--- config.mk ---
export PLATFORM = sky130hd
export DESIGN_NAME = matmul_tile_scheduler_flat
export DESIGN_NICKNAME = d
export VERILOG_FILES = /design/src/rtl/matmul_tile_scheduler_pkg.sv /design/src/rtl/matmul_tile_scheduler_if.sv /design/src/rtl/matmul_tile_scheduler_tile_counter.sv /design/src/rtl/matmul_tile_scheduler.sv /design/src/flat_wrapper.sv
export SDC_FILE = /design/constraint.sdc
export NUM_CORES = 1
export LEC_CHECK = 0
export BUFFER_PORTS_ARGS = -buffer_cell sky130_fd_sc_hd__clkbuf_2
export CAP_MARGIN = 10
export CORE_MARGIN = 2
export CORE_UTILIZATION = 36
export DETAILED_ROUTE_END_ITERATION = 6
export GPL_TIMING_DRIVEN = 0
export PLACE_DENSITY = 0.68
export SYNTH_ARGS = -nofsm -noshare
export SYNTH_HDL_FRONTEND = slang
export SYNTH_HIERARCHICAL = 1
export SYNTH_SLANG_ARGS = --single-unit
export TNS_END_PERCENT = 1
--- constraint.sdc ---
create_clock -name clk -period 3.45 [get_ports clk]
set_input_delay 0.345 -clock clk [delete_from_list [all_inputs] [get_ports clk]]
set_output_delay 0.345 -clock clk [all_outputs]
set_load 0.02 [all_outputs]
--- src/rtl/matmul_tile_scheduler_pkg.sv ---
// ============================================================================
//  Module   : mm_pkg
//  Brief    : Shared state encodings, counter widths and index-width helper
//             for the matmul tile scheduler.
//  Revision : 1.0  initial release
// ============================================================================
`default_nettype none

package mm_pkg;

    localparam logic [2:0] S_IDLE = 3'd0;
    localparam logic [2:0] S_ARM  = 3'd1;
    localparam logic [2:0] S_RUN  = 3'd2;
    localparam logic [2:0] S_NEXT = 3'd3;
    localparam logic [2:0] S_DONE = 3'd4;

    localparam int WR_CNT_W  = 16;
    localparam int CYC_CNT_W = 32;

    // Never returns zero so a single-value index still gets a 1-bit port.
    function automatic int idx_w(input int n);
        return (n <= 1) ? 1 : $clog2(n);
    endfunction

endpackage

`default_nettype wire

--- src/rtl/matmul_tile_scheduler_if.sv ---
// ============================================================================
//  Module   : matmul_tile_scheduler_if
//  Brief    : Controller, engine and result-memory signals of the scheduler.
//  Revision : 1.0  initial release
// ============================================================================
`default_nettype none

interface matmul_tile_scheduler_if #(
    parameter int M    = 4,
    parameter int ROWS = 8,
    parameter int COLS = 8
);
    import mm_pkg::*;

    localparam int TR_W = idx_w(ROWS / M);
    localparam int TC_W = idx_w(COLS / M);
    localparam int L_W  = idx_w(M);
    localparam int AR_W = idx_w(ROWS);
    localparam int AC_W = idx_w(COLS);

    logic                 start;
    logic                 abort;
    logic                 busy;
    logic                 done;
    logic [TR_W-1:0]      tile_r;
    logic [TC_W-1:0]      tile_c;
    logic                 eng_rst;
    logic                 eng_start;
    logic                 eng_done;
    logic [L_W-1:0]       eng_a_i;
    logic [L_W-1:0]       eng_b_j;
    logic [L_W-1:0]       eng_z_i;
    logic [L_W-1:0]       eng_z_j;
    logic                 eng_z_stb;
    logic                 eng_z_ack;
    logic [AR_W-1:0]      a_row;
    logic [AC_W-1:0]      b_col;
    logic [AR_W-1:0]      z_row;
    logic [AC_W-1:0]      z_col;
    logic                 res_stb;
    logic                 res_ack;
    logic [WR_CNT_W-1:0]  wr_count;
    logic [CYC_CNT_W-1:0] cyc_count;

    modport master (
        input  start, abort, eng_done, eng_a_i, eng_b_j, eng_z_i, eng_z_j,
               eng_z_stb, res_ack,
        output busy, done, tile_r, tile_c, eng_rst, eng_start, eng_z_ack,
               a_row, b_col, z_row, z_col, res_stb, wr_count, cyc_count
    );

    modport slave (
        output start, abort, eng_done, eng_a_i, eng_b_j, eng_z_i, eng_z_j,
               eng_z_stb, res_ack,
        input  busy, done, tile_r, tile_c, eng_rst, eng_start, eng_z_ack,
               a_row, b_col, z_row, z_col, res_stb, wr_count, cyc_count
    );

endinterface

`default_nettype wire

--- src/rtl/matmul_tile_scheduler_tile_counter.sv ---
// ============================================================================
//  Module   : tile_counter
//  Brief    : Row-major 2-D index counter with clear, increment and a flag
//             marking the final position; the row holds on the final step.
//  Revision : 1.0  initial release
// ============================================================================
`default_nettype none

module tile_counter #(
    parameter int ROWS_N = 2,
    parameter int COLS_N = 2,
    parameter int R_W    = 1,
    parameter int C_W    = 1
) (
    input  wire logic           clk,
    input  wire logic           rst,
    input  wire logic           clr,
    input  wire logic           inc,
    output logic [R_W-1:0]      row,
    output logic [C_W-1:0]      col,
    output logic                wrap
);

    logic [R_W-1:0] r_row;
    logic [C_W-1:0] r_col;
    logic           w_last_col;
    logic           w_last_row;

    assign w_last_col = (r_col == C_W'(COLS_N - 1));
    assign w_last_row = (r_row == R_W'(ROWS_N - 1));
    assign wrap       = w_last_col & w_last_row;
    assign row        = r_row;
    assign col        = r_col;

    always_ff @(posedge clk or posedge rst) begin
        if (rst) begin
            r_row <= '0;
            r_col <= '0;
        end else if (clr) begin
            r_row <= '0;
            r_col <= '0;
        end else if (inc) begin
            if (w_last_col) begin
                r_col <= '0;
                if (!w_last_row) begin
                    r_row <= r_row + R_W'(1);
                end
            end else begin
                r_col <= r_col + C_W'(1);
            end
        end
    end

endmodule

`default_nettype wire

--- src/rtl/matmul_tile_scheduler.sv ---
// ============================================================================
//  Module   : matmul_tile_scheduler
//  Brief    : Walks MxM output tiles row-major over a ROWSxCOLS result,
//             arming one engine per tile and mapping its local indices.
//  Revision : 1.0  initial release
// ============================================================================
`default_nettype none

module matmul_tile_scheduler
    import mm_pkg::*;
#(
    parameter int N    = 8,
    parameter int M    = 4,
    parameter int ROWS = 8,
    parameter int COLS = 8
) (
    input  wire logic                clk,
    input  wire logic                rst,
    matmul_tile_scheduler_if.master  bus
);

    localparam int c_TILES_R = ROWS / M;
    localparam int c_TILES_C = COLS / M;
    localparam int c_TR_W    = idx_w(c_TILES_R);
    localparam int c_TC_W    = idx_w(c_TILES_C);
    localparam int c_AR_W    = idx_w(ROWS);
    localparam int c_AC_W    = idx_w(COLS);

    if ((ROWS % M) != 0) begin : g_chk_rows
        $error("matmul_tile_scheduler: ROWS must be a multiple of M");
    end
    if ((COLS % M) != 0) begin : g_chk_cols
        $error("matmul_tile_scheduler: COLS must be a multiple of M");
    end
    if (N < 1) begin : g_chk_n
        $error("matmul_tile_scheduler: N must be at least 1");
    end

    logic [2:0]           r_state;
    logic [2:0]           w_state_nxt;
    logic                 r_eng_rst;
    logic                 r_eng_start;
    logic                 r_done;
    logic [WR_CNT_W-1:0]  r_wr_count;
    logic [CYC_CNT_W-1:0] r_cyc_count;
    logic                 w_busy;
    logic                 w_clr;
    logic                 w_inc;
    logic                 w_wrap;
    logic                 w_wr_fire;
    logic [c_TR_W-1:0]    w_tile_r;
    logic [c_TC_W-1:0]    w_tile_c;

    tile_counter #(
        .ROWS_N (c_TILES_R),
        .COLS_N (c_TILES_C),
        .R_W    (c_TR_W),
        .C_W    (c_TC_W)
    ) u_tile_counter (
        .clk  (clk),
        .rst  (rst),
        .clr  (w_clr),
        .inc  (w_inc),
        .row  (w_tile_r),
        .col  (w_tile_c),
        .wrap (w_wrap)
    );

    assign w_busy    = (r_state != S_IDLE);
    assign w_wr_fire = bus.res_stb & bus.res_ack;

    // Abort overrides every transition, including eng_done and the tile step.
    always_comb begin
        w_state_nxt = r_state;
        w_clr       = 1'b0;
        w_inc       = 1'b0;
        case (r_state)
            S_IDLE: begin
                if (bus.start) begin
                    w_state_nxt = S_ARM;
                    w_clr       = 1'b1;
                end
            end
            S_ARM:  w_state_nxt = S_RUN;
            S_RUN: begin
                if (bus.eng_done) begin
                    w_state_nxt = S_NEXT;
                end
            end
            S_NEXT: begin
                w_inc       = 1'b1;
                w_state_nxt = w_wrap ? S_DONE : S_ARM;
            end
            S_DONE: w_state_nxt = S_IDLE;
            default: w_state_nxt = S_IDLE;
        endcase
        if (bus.abort && w_busy) begin
            w_state_nxt = S_IDLE;
            w_inc       = 1'b0;
        end
    end

    // Engine controls are decoded from the next state so they line up with it.
    always_ff @(posedge clk or posedge rst) begin
        if (rst) begin
            r_state     <= S_IDLE;
            r_eng_rst   <= 1'b1;
            r_eng_start <= 1'b0;
            r_done      <= 1'b0;
            r_wr_count  <= '0;
            r_cyc_count <= '0;
        end else begin
            r_state     <= w_state_nxt;
            r_eng_rst   <= (w_state_nxt != S_RUN);
            r_eng_start <= (w_state_nxt == S_RUN);
            r_done      <= (w_state_nxt == S_DONE);
            if (w_clr) begin
                r_wr_count  <= '0;
                r_cyc_count <= '0;
            end else begin
                if (w_wr_fire && (r_wr_count != '1)) begin
                    r_wr_count <= r_wr_count + WR_CNT_W'(1);
                end
                if (w_busy && (r_cyc_count != '1)) begin
                    r_cyc_count <= r_cyc_count + CYC_CNT_W'(1);
                end
            end
        end
    end

    assign bus.busy      = w_busy;
    assign bus.done      = r_done;
    assign bus.eng_rst   = r_eng_rst;
    assign bus.eng_start = r_eng_start;
    assign bus.tile_r    = w_tile_r;
    assign bus.tile_c    = w_tile_c;
    assign bus.wr_count  = r_wr_count;
    assign bus.cyc_count = r_cyc_count;
    assign bus.eng_z_ack = bus.res_ack;
    assign bus.res_stb   = (r_state == S_RUN) & bus.eng_z_stb;

    assign bus.a_row = c_AR_W'(int'(w_tile_r) * M + int'(bus.eng_a_i));
    assign bus.b_col = c_AC_W'(int'(w_tile_c) * M + int'(bus.eng_b_j));
    assign bus.z_row = c_AR_W'(int'(w_tile_r) * M + int'(bus.eng_z_i));
    assign bus.z_col = c_AC_W'(int'(w_tile_c) * M + int'(bus.eng_z_j));

endmodule

`default_nettype wire

--- src/flat_wrapper.sv ---
// flat-port wrapper written by rule: the top's interface ports become plain ports
module matmul_tile_scheduler_flat import mm_pkg::*;
#(
    parameter int N    = 8,
    parameter int M    = 4,
    parameter int ROWS = 8,
    parameter int COLS = 8
)
  (clk, rst, bus_start, bus_abort, bus_eng_done, bus_eng_a_i, bus_eng_b_j, bus_eng_z_i, bus_eng_z_j, bus_eng_z_stb, bus_res_ack, bus_busy, bus_done, bus_tile_r, bus_tile_c, bus_eng_rst, bus_eng_start, bus_eng_z_ack, bus_a_row, bus_b_col, bus_z_row, bus_z_col, bus_res_stb, bus_wr_count, bus_cyc_count);
  matmul_tile_scheduler_if #(.M(M), .ROWS(ROWS), .COLS(COLS)) bus_i ();
  input  wire logic clk;
  input  wire logic rst;
  input wire logic [$bits(bus_i.start)-1:0] bus_start;
  input wire logic [$bits(bus_i.abort)-1:0] bus_abort;
  input wire logic [$bits(bus_i.eng_done)-1:0] bus_eng_done;
  input wire logic [$bits(bus_i.eng_a_i)-1:0] bus_eng_a_i;
  input wire logic [$bits(bus_i.eng_b_j)-1:0] bus_eng_b_j;
  input wire logic [$bits(bus_i.eng_z_i)-1:0] bus_eng_z_i;
  input wire logic [$bits(bus_i.eng_z_j)-1:0] bus_eng_z_j;
  input wire logic [$bits(bus_i.eng_z_stb)-1:0] bus_eng_z_stb;
  input wire logic [$bits(bus_i.res_ack)-1:0] bus_res_ack;
  output wire logic [$bits(bus_i.busy)-1:0] bus_busy;
  output wire logic [$bits(bus_i.done)-1:0] bus_done;
  output wire logic [$bits(bus_i.tile_r)-1:0] bus_tile_r;
  output wire logic [$bits(bus_i.tile_c)-1:0] bus_tile_c;
  output wire logic [$bits(bus_i.eng_rst)-1:0] bus_eng_rst;
  output wire logic [$bits(bus_i.eng_start)-1:0] bus_eng_start;
  output wire logic [$bits(bus_i.eng_z_ack)-1:0] bus_eng_z_ack;
  output wire logic [$bits(bus_i.a_row)-1:0] bus_a_row;
  output wire logic [$bits(bus_i.b_col)-1:0] bus_b_col;
  output wire logic [$bits(bus_i.z_row)-1:0] bus_z_row;
  output wire logic [$bits(bus_i.z_col)-1:0] bus_z_col;
  output wire logic [$bits(bus_i.res_stb)-1:0] bus_res_stb;
  output wire logic [$bits(bus_i.wr_count)-1:0] bus_wr_count;
  output wire logic [$bits(bus_i.cyc_count)-1:0] bus_cyc_count;
  assign bus_i.start = bus_start;
  assign bus_i.abort = bus_abort;
  assign bus_i.eng_done = bus_eng_done;
  assign bus_i.eng_a_i = bus_eng_a_i;
  assign bus_i.eng_b_j = bus_eng_b_j;
  assign bus_i.eng_z_i = bus_eng_z_i;
  assign bus_i.eng_z_j = bus_eng_z_j;
  assign bus_i.eng_z_stb = bus_eng_z_stb;
  assign bus_i.res_ack = bus_res_ack;
  assign bus_busy = bus_i.busy;
  assign bus_done = bus_i.done;
  assign bus_tile_r = bus_i.tile_r;
  assign bus_tile_c = bus_i.tile_c;
  assign bus_eng_rst = bus_i.eng_rst;
  assign bus_eng_start = bus_i.eng_start;
  assign bus_eng_z_ack = bus_i.eng_z_ack;
  assign bus_a_row = bus_i.a_row;
  assign bus_b_col = bus_i.b_col;
  assign bus_z_row = bus_i.z_row;
  assign bus_z_col = bus_i.z_col;
  assign bus_res_stb = bus_i.res_stb;
  assign bus_wr_count = bus_i.wr_count;
  assign bus_cyc_count = bus_i.cyc_count;
  matmul_tile_scheduler #(.N(N), .M(M), .ROWS(ROWS), .COLS(COLS)) u_core (.clk(clk), .rst(rst), .bus(bus_i));
endmodule
==> flow_summary.ini, run 1 <==
[status]
status = completed

[clock_network]
cts_tree = done
cts_buffer_depth = 2
clk_pin_slew_ns = 0.10
root_buffer = clkbuf_8
cts_resized = 0
clock-sinks = 56
htreeDepth = 2
clk_latency_ns = 0.32
cts_buffers = 5

[critical_path]
required_ns = 3.64
cp_max_fo = 10
timing.rr.end = u_core/bus.cyc_count[3]
r2r_cells = 7
rrSetupSlack_ns = 0.84
end_kind = flop
cp-start-kind = flop
arrival_ns = 2.81
r2r-start = u_core/r_state[2]
crit_type = reg2reg

[timing]
finalCritPeriodShare = 0.757
tns_ns = 0
max-slew-margin-rel = 0.494
setup_viol = 0
skew_ns = 0.00818
worst_pin_slew_ns = 0.754
hold_viol = 0
rsz0062_at_grt = false
post-route-min-period_ns = 2.61
max_freq_ghz = 0.383
drv_slew = 0

[cells_and_area]
layout.nets = 452
final_cell_count_no_fill = 544
fillers = 854
postLayoutCoreUtil = 0.444
drive_gt1_frac = 0.280
antenna_cells = 0
area_delta_synth_final_pct = 19.3

[worst_hold_path]
hp-start = bus_abort
hold_class = in2reg
holdPathStages = 2
holdPathEnd = u_core/r_state[1]

[logic_synthesis]
yosys.area.top_type_share = 0.422
yosys.area.top_type = dfrtp_1
ys_types = 55
ys_seq_elements = 56
synthTopCellsByArea = dfrtp_1 42%, nand2_1 4.5%, nand4_1 3.5%
syn_area_per_cell_sq_um = 9.26
ys_seq_area_frac = 0.430
syn_area_sq_um = 3260
async_reset_ff_frac = 1.00
synth_most_common_cell = dfrtp_1
synth-edff-count = 0
synth_ff_type = dfrtp_1
synth_nets = 369
syn_inst = 352
synth_commonest_cells = 55 x dfrtp_1, 39 x nand2_1, 22 x nor2_1, 20 x nand3_1, 18 x nand4_1
synth_warnings = 6

[global_routing]
overflow = 0
grtUsageMet2 = 0.299
antenna_found_initial = 0
grt_pass1_wl_mm = 14.9
busiest_layer = met2
track_usage = 0.188
gr-usage-met1 = 0.259
grt_start_max_net_pins = 31
grt_pass1_vias = 2968
use_met3 = 0.0323

[placed_design]
portBuffers = 74
globalplace.congestion = 0.900
hpwl_mm = 6.63
dpl.cell_count = 535

[floorplanning]
start_util = 0.372
die_height_um = 99.2
die_x_um = 99.2
io_pins = 83
core_area_sq_um = 8760
row_count = 34
dieArea_sq_um = 9830

[power]
power_leakage_nw = 1.81
powerDensity_nw_per_um2 = 481
peakVddDrop_uv = 260

[drt]
wl_per_cell_um = 16.6
ant_nets = 0
drt_pass1_iterations = 5
totalWireLength_mm = 9.04
viasPerCell = 5.72
drc_errors = 0
via_count = 3110
drt_iter0_drc = 226

[flow_run]
maxCapViolCount = 0
-- repair_timing --
action,in CTS,in global routing
hold endpoints to repair,2,0
hold buffers,1,0
setup buffers,0,0
-- where the power goes --
group / internal, W / total, W / leakage, nW / switching [W]
logic: 0.000182 / 0.000692 / 0.986 / 0.000510
registers: 0.000719 / 0.000801 / 0.772 / 0.0000824
clock network: 0.000161 / 0.000375 / 0.0510 / 0.000214
total: 0.00106 / 0.00187 / 1.81 / 0.000806
-- area by class of cell --
class / instances / area (sq um) / area share
plain buffers: 27 / 161 / 0.0415
repair buffers: 76 / 400 / 0.103
well taps: 108 / 135 / 0.0348
flip-flops and latches: 56 / 1400 / 0.361
clock inverters: 2 / 10.0 / 0.00257
multi-input cells: 260 / 1660 / 0.427
inverters: 9 / 33.8 / 0.00869
clock buffers: 6 / 82.6 / 0.0212
-- placed cells by master (no fill, tap or decap), drive strengths merged, types with 3 or more instances in the layout --
master / Yosys / layout
o21ai: 9 / 9
nor2: 22 / 22
inv: 8 / 8
nand2: 39 / 39
dfrtp: 55 / 55
o211ai: 4 / 4
nand2b: 3 / 3
o31ai: 10 / 10
buf: 19 / 20
a21oi: 14 / 14
clkbuf: 8 / 88
o311ai: 3 / 3
a221o: 5 / 5
or3: 8 / 8
xnor2: 9 / 9
and3: 11 / 11
and2: 8 / 8
clkinv: 1 / 3
mux2i: 9 / 9
nor4: 7 / 7
a31oi: 3 / 3
nand3: 20 / 20
and4: 12 / 12
a211oi: 4 / 4
nor3: 15 / 15
nand4: 19 / 19
or4: 6 / 6
-- kinds of logic (layout without fill, tap and decap cells) --
group,count (synthesis),in the layout,synth area share
AO/OA/AOI/OAI,63,63,0.136
XOR/XNOR,11,11,0.0296
adder cells (fa/ha/maj),2,2,0.00768
buffers and inverters,36,120,0.0599
flip-flops,56,56,0.430
multiplexers,10,10,0.0311
AND/OR/NAND/NOR,174,174,0.306
-- critical path, stage by stage (launching register included) --
cell and delay, ns:
dfrtp_1 0.43, nor3_1 0.51, clkbuf_1 0.46, nand2_1 0.17
clkbuf_1 0.31, clkbuf_1 0.33, o211ai_1 0.17, o21ai_0 0.11
-- metal layers --
layer,vias up,part of all wire
li1,1481,-
met1,1506,0.45
met2,109,0.47
met3,14,0.053
met4,0,0.022
met5,-,0
-- flip-flops by register name, summed over array words and instances (netlist names) --
name and count:
u_core/bus.done 1, u_core/bus.eng_start 1, u_core/u_tile_counter/col 1, u_core/u_tile_counter/row 1, u_core/bus.wr_count 16, u_core/bus.cyc_count 32
u_core/r_state 3, u_core/bus.eng_rst 1
-- stage by stage --
step / worst slack [ns] / hold slack, ns / cell area (sq um) / power (W)
4_1_cts: 0.827 / 0.201 / 3890 / 0.00188
3_5_place_dp: 0.842 / 0.202 / 3780 / 0.00150
5_1_grt: 0.559 / 0.210 / 3890 / 0.00199
6_report: 0.838 / 0.205 / 3890 / 0.00187
3_3_place_gp: 0.873 / 0.187 / 3760 / 0.00149
2_1_floorplan: 1.19 / 0.0862 / 3260 / 0.00124
-- worst max-delay path by stage --
stage	from	endpoint	slack, ns	cells after the start
finish	u_core/r_state[2]	u_core/bus.cyc_count[3]	0.84	7
global route	u_core/r_state[1]	u_core/bus.cyc_count[3]	0.56	7
CTS	u_core/r_state[2]	u_core/bus.cyc_count[3]	0.83	7
detailed placement	u_core/r_state[1]	u_core/bus.cyc_count[3]	0.84	7
global placement	u_core/r_state[2]	u_core/bus.cyc_count[3]	0.87	7
floorplan	u_core/bus.cyc_count[0]	u_core/bus.cyc_count[12]	1.19	7
No activity file was read; power rests on OpenSTA's default activity.
==> inputs of run 2 (changes only) <==
--- a/config.mk
+++ b/config.mk
@@ -5,13 +5,14 @@
 export SDC_FILE = /design/constraint.sdc
 export NUM_CORES = 1
 export LEC_CHECK = 0
+export ABC_AREA = 1
 export BUFFER_PORTS_ARGS = -buffer_cell sky130_fd_sc_hd__clkbuf_2
 export CAP_MARGIN = 10
 export CORE_MARGIN = 2
 export CORE_UTILIZATION = 36
 export DETAILED_ROUTE_END_ITERATION = 6
 export GPL_TIMING_DRIVEN = 0
-export PLACE_DENSITY = 0.68
+export PLACE_DENSITY = 0.67
 export SYNTH_ARGS = -nofsm -noshare
 export SYNTH_HDL_FRONTEND = slang
 export SYNTH_HIERARCHICAL = 1
==> constraint.sdc (replaced) <==
create_clock -name clk -period 2.44 [get_ports clk]
set_input_delay 0.244 -clock clk [delete_from_list [all_inputs] [get_ports clk]]
set_output_delay 0.244 -clock clk [all_outputs]
set_load 0.02 [all_outputs]
==> run 2 against run 1 <==
  * Die area rose by 9.8%
  * First-iteration DRC count increased by 18%
  * Maximum frequency grew 31%
  * Design area up 9.9%
  * Flip-flop and latch count is the same
  * Area after synthesis is 10% higher
  * Wire length is 5.6% higher
  * Critical path type unchanged
  * Largest cell class unchanged
==> flow_summary.ini, run 2 <==
[floorplanning]
core_area_sq_um = 9730
row_count = 36
start_util = 0.369
die_x_um = 104
die_height_um = 104
io_pins = 83
dieArea_sq_um = 10800

[cells_and_area]
postLayoutCoreUtil = 0.439
drive_gt1_frac = 0.198
largest_register_ffs = 32
antenna_cells = 0
area_delta_synth_final_pct = 19.0
mostFrequentLayoutCells = 162 x nand2_1, 74 x clkbuf_2, 70 x nor2_1, 70 x nand3_1, 55 x dfrtp_1
layout.nets = 618
final_common_cell = nand2_1

[power]
powerDensity_nw_per_um2 = 664
peakVddDrop_uv = 305
power_leakage_nw = 2.15
totalPowerFinal_w = 0.00284

[global_routing]
track_usage = 0.181
grt_pass1_wl_mm = 16.1
antenna_found_initial = 0
grt_pass1_vias = 3387
grt_start_max_net_pins = 41
overflow = 0

[critical_path]
critical_path.top_delay_family = simple AND/OR/NAND/NOR gates
arrival_ns = 2.28
required_ns = 2.72
cp_slowest_stage_delay_ns = 0.46
cp_num_cells = 9
cp-start-kind = flop
r2r_cells = 9
rrSetupSlack_ns = 0.44
timing.rr.end = u_core/bus.cyc_count[18]
cp_max_fo = 10
critPathSlowestCell = dfrtp_1
end_kind = flop
critPathBufInv = 1
cp_cell_sequence = ha_1 -> nand2_1 -> nor2_4 -> nand2_4 -> nor2_8 -> a21oi_2 -> buf_2 -> nand3_1 -> nand2_1
cp_common_cell = nand2_1
crit_type = reg2reg
r2r-start = u_core/bus.cyc_count[0]

[timing]
tns_ns = 0
hold_slack_ns = 0.116
rsz0062_at_grt = false
finalCritPeriodShare = 0.820
worst_pin_slew_ns = 0.643
setup_viol = 0
max-slew-margin-rel = 0.569
skew_ns = 0.0113
drv_slew = 0
max_freq_ghz = 0.500
post-route-min-period_ns = 2.00
hold_viol = 0

[drt]
via_count = 3624
ant_nets = 0
drc_errors = 0
totalWireLength_mm = 9.55
wl_per_cell_um = 13.0
drt_iter0_drc = 267
viasPerCell = 4.93
drt_pass1_iterations = 5

[logic_synthesis]
synthTopCellsByArea = dfrtp_1 38%, nand2_1 17%, nand3_1 9.8%
syn_inst = 518
syn_area_per_cell_sq_um = 6.93
synth_most_common_cell = nand2_1
yosys.area.top_type = dfrtp_1
async_reset_ff_frac = 1.00
ys_types = 29
synth_ff_type = dfrtp_1
syn_area_sq_um = 3590
ys_seq_area_frac = 0.390
synth_nets = 535
ys_seq_elements = 56
synth-edff-count = 0
synth_commonest_cells = 162 x nand2_1, 70 x nand3_1, 70 x nor2_1, 55 x dfrtp_1, 50 x inv_1
synth_warnings = 6
yosys.area.top_type_share = 0.383

[worst_hold_path]
hp-start = bus_abort
hold_class = in2reg
holdPathStages = 2
holdPathEnd = u_core/r_state[1]

[clock_network]
root_buffer = clkbuf_8
cts_buffers = 5
htreeDepth = 2
cts_buffer_depth = 2
clk_latency_ns = 0.33
clock-sinks = 56
cts_tree = done
clk_pin_slew_ns = 0.11

[placed_design]
globalplace.congestion = 0.935
portBuffers = 74
hpwl_mm = 7.18

[status]
status = completed

[flow_run]
maxCapViolCount = 0
## run 2: cell families after synthesis
group | count (synthesis) | synth area share
adder cells (fa/ha/maj) | 2 | 0.00697
flip-flops | 56 | 0.390
AND/OR/NAND/NOR | 333 | 0.404
AO/OA/AOI/OAI | 33 | 0.0509
XOR/XNOR | 19 | 0.0463
buffers and inverters | 75 | 0.102
## run 2: what timing repair did
action,in CTS,in global routing
endpoints found under the hold margin,15,0
buffers inserted,0,0
gates resized for setup,0,0
hold buffers,1,0
## run 2: worst max-delay path by stage
stage                             from                       end  slack (ns)
6_report       u_core/bus.cyc_count[0]  u_core/bus.cyc_count[18]        0.44
5_1_grt         u_core/bus.wr_count[0]   u_core/bus.wr_count[11]        0.21
4_1_cts              u_core/r_state[1]   u_core/bus.wr_count[11]        0.44
3_5_place_dp         u_core/r_state[1]   u_core/bus.wr_count[11]        0.45
3_3_place_gp                       rst  u_core/bus.cyc_count[23]        0.11
2_1_floorplan  u_core/bus.cyc_count[0]   u_core/bus.cyc_count[7]        0.64
## run 2: layer usage
metal / wire, um / vias to the layer above / track usage
met3: 443 / 10 / 0.0370
met5: 0 / - / 0
met4: 172 / 0 / 0.0666
met1: 4500 / 1726 / 0.234
met2: 4430 / 87 / 0.301
li1: - / 1801 / -
## run 2: power by group
group          switching (W)  total (W)  internal [W]
combinational       0.000715    0.00105      0.000332
clock               0.000337   0.000649      0.000312
sequential          0.000116    0.00114       0.00102
total                0.00117    0.00284       0.00167
## run 2: final cells by class
class | count | area [sq um]
Buffer | 25 | 178
Clock buffer | 5 | 68.8
Clock inverter | 3 | 46.3
Fill cell | 1070 | 5460
Inverter | 50 | 188
Multi-Input combinational cell | 387 | 1820
Sequential cell | 56 | 1400
Tap cell | 133 | 166
Timing Repair Buffer | 76 | 400
## run 2: worst register-to-register path: cells and delay by family, from the launching register on
kind | cells | cell delay [ns]
flip-flops | 1 | 0.46
adder cells (fa/ha/maj) | 1 | 0.26
buffers and inverters | 1 | 0.31
AO/OA/AOI/OAI | 1 | 0.35
AND/OR/NAND/NOR | 6 | 0.57
## run 2: stage by stage
stage	setup WS, ns	instance area [sq um]	instances
CTS	0.439	4270	735
detailed placement	0.452	4150	726
finish	0.440	4270	735
global placement	0.114	4130	725
floorplan	0.641	3590	518
global route	0.208	4270	735
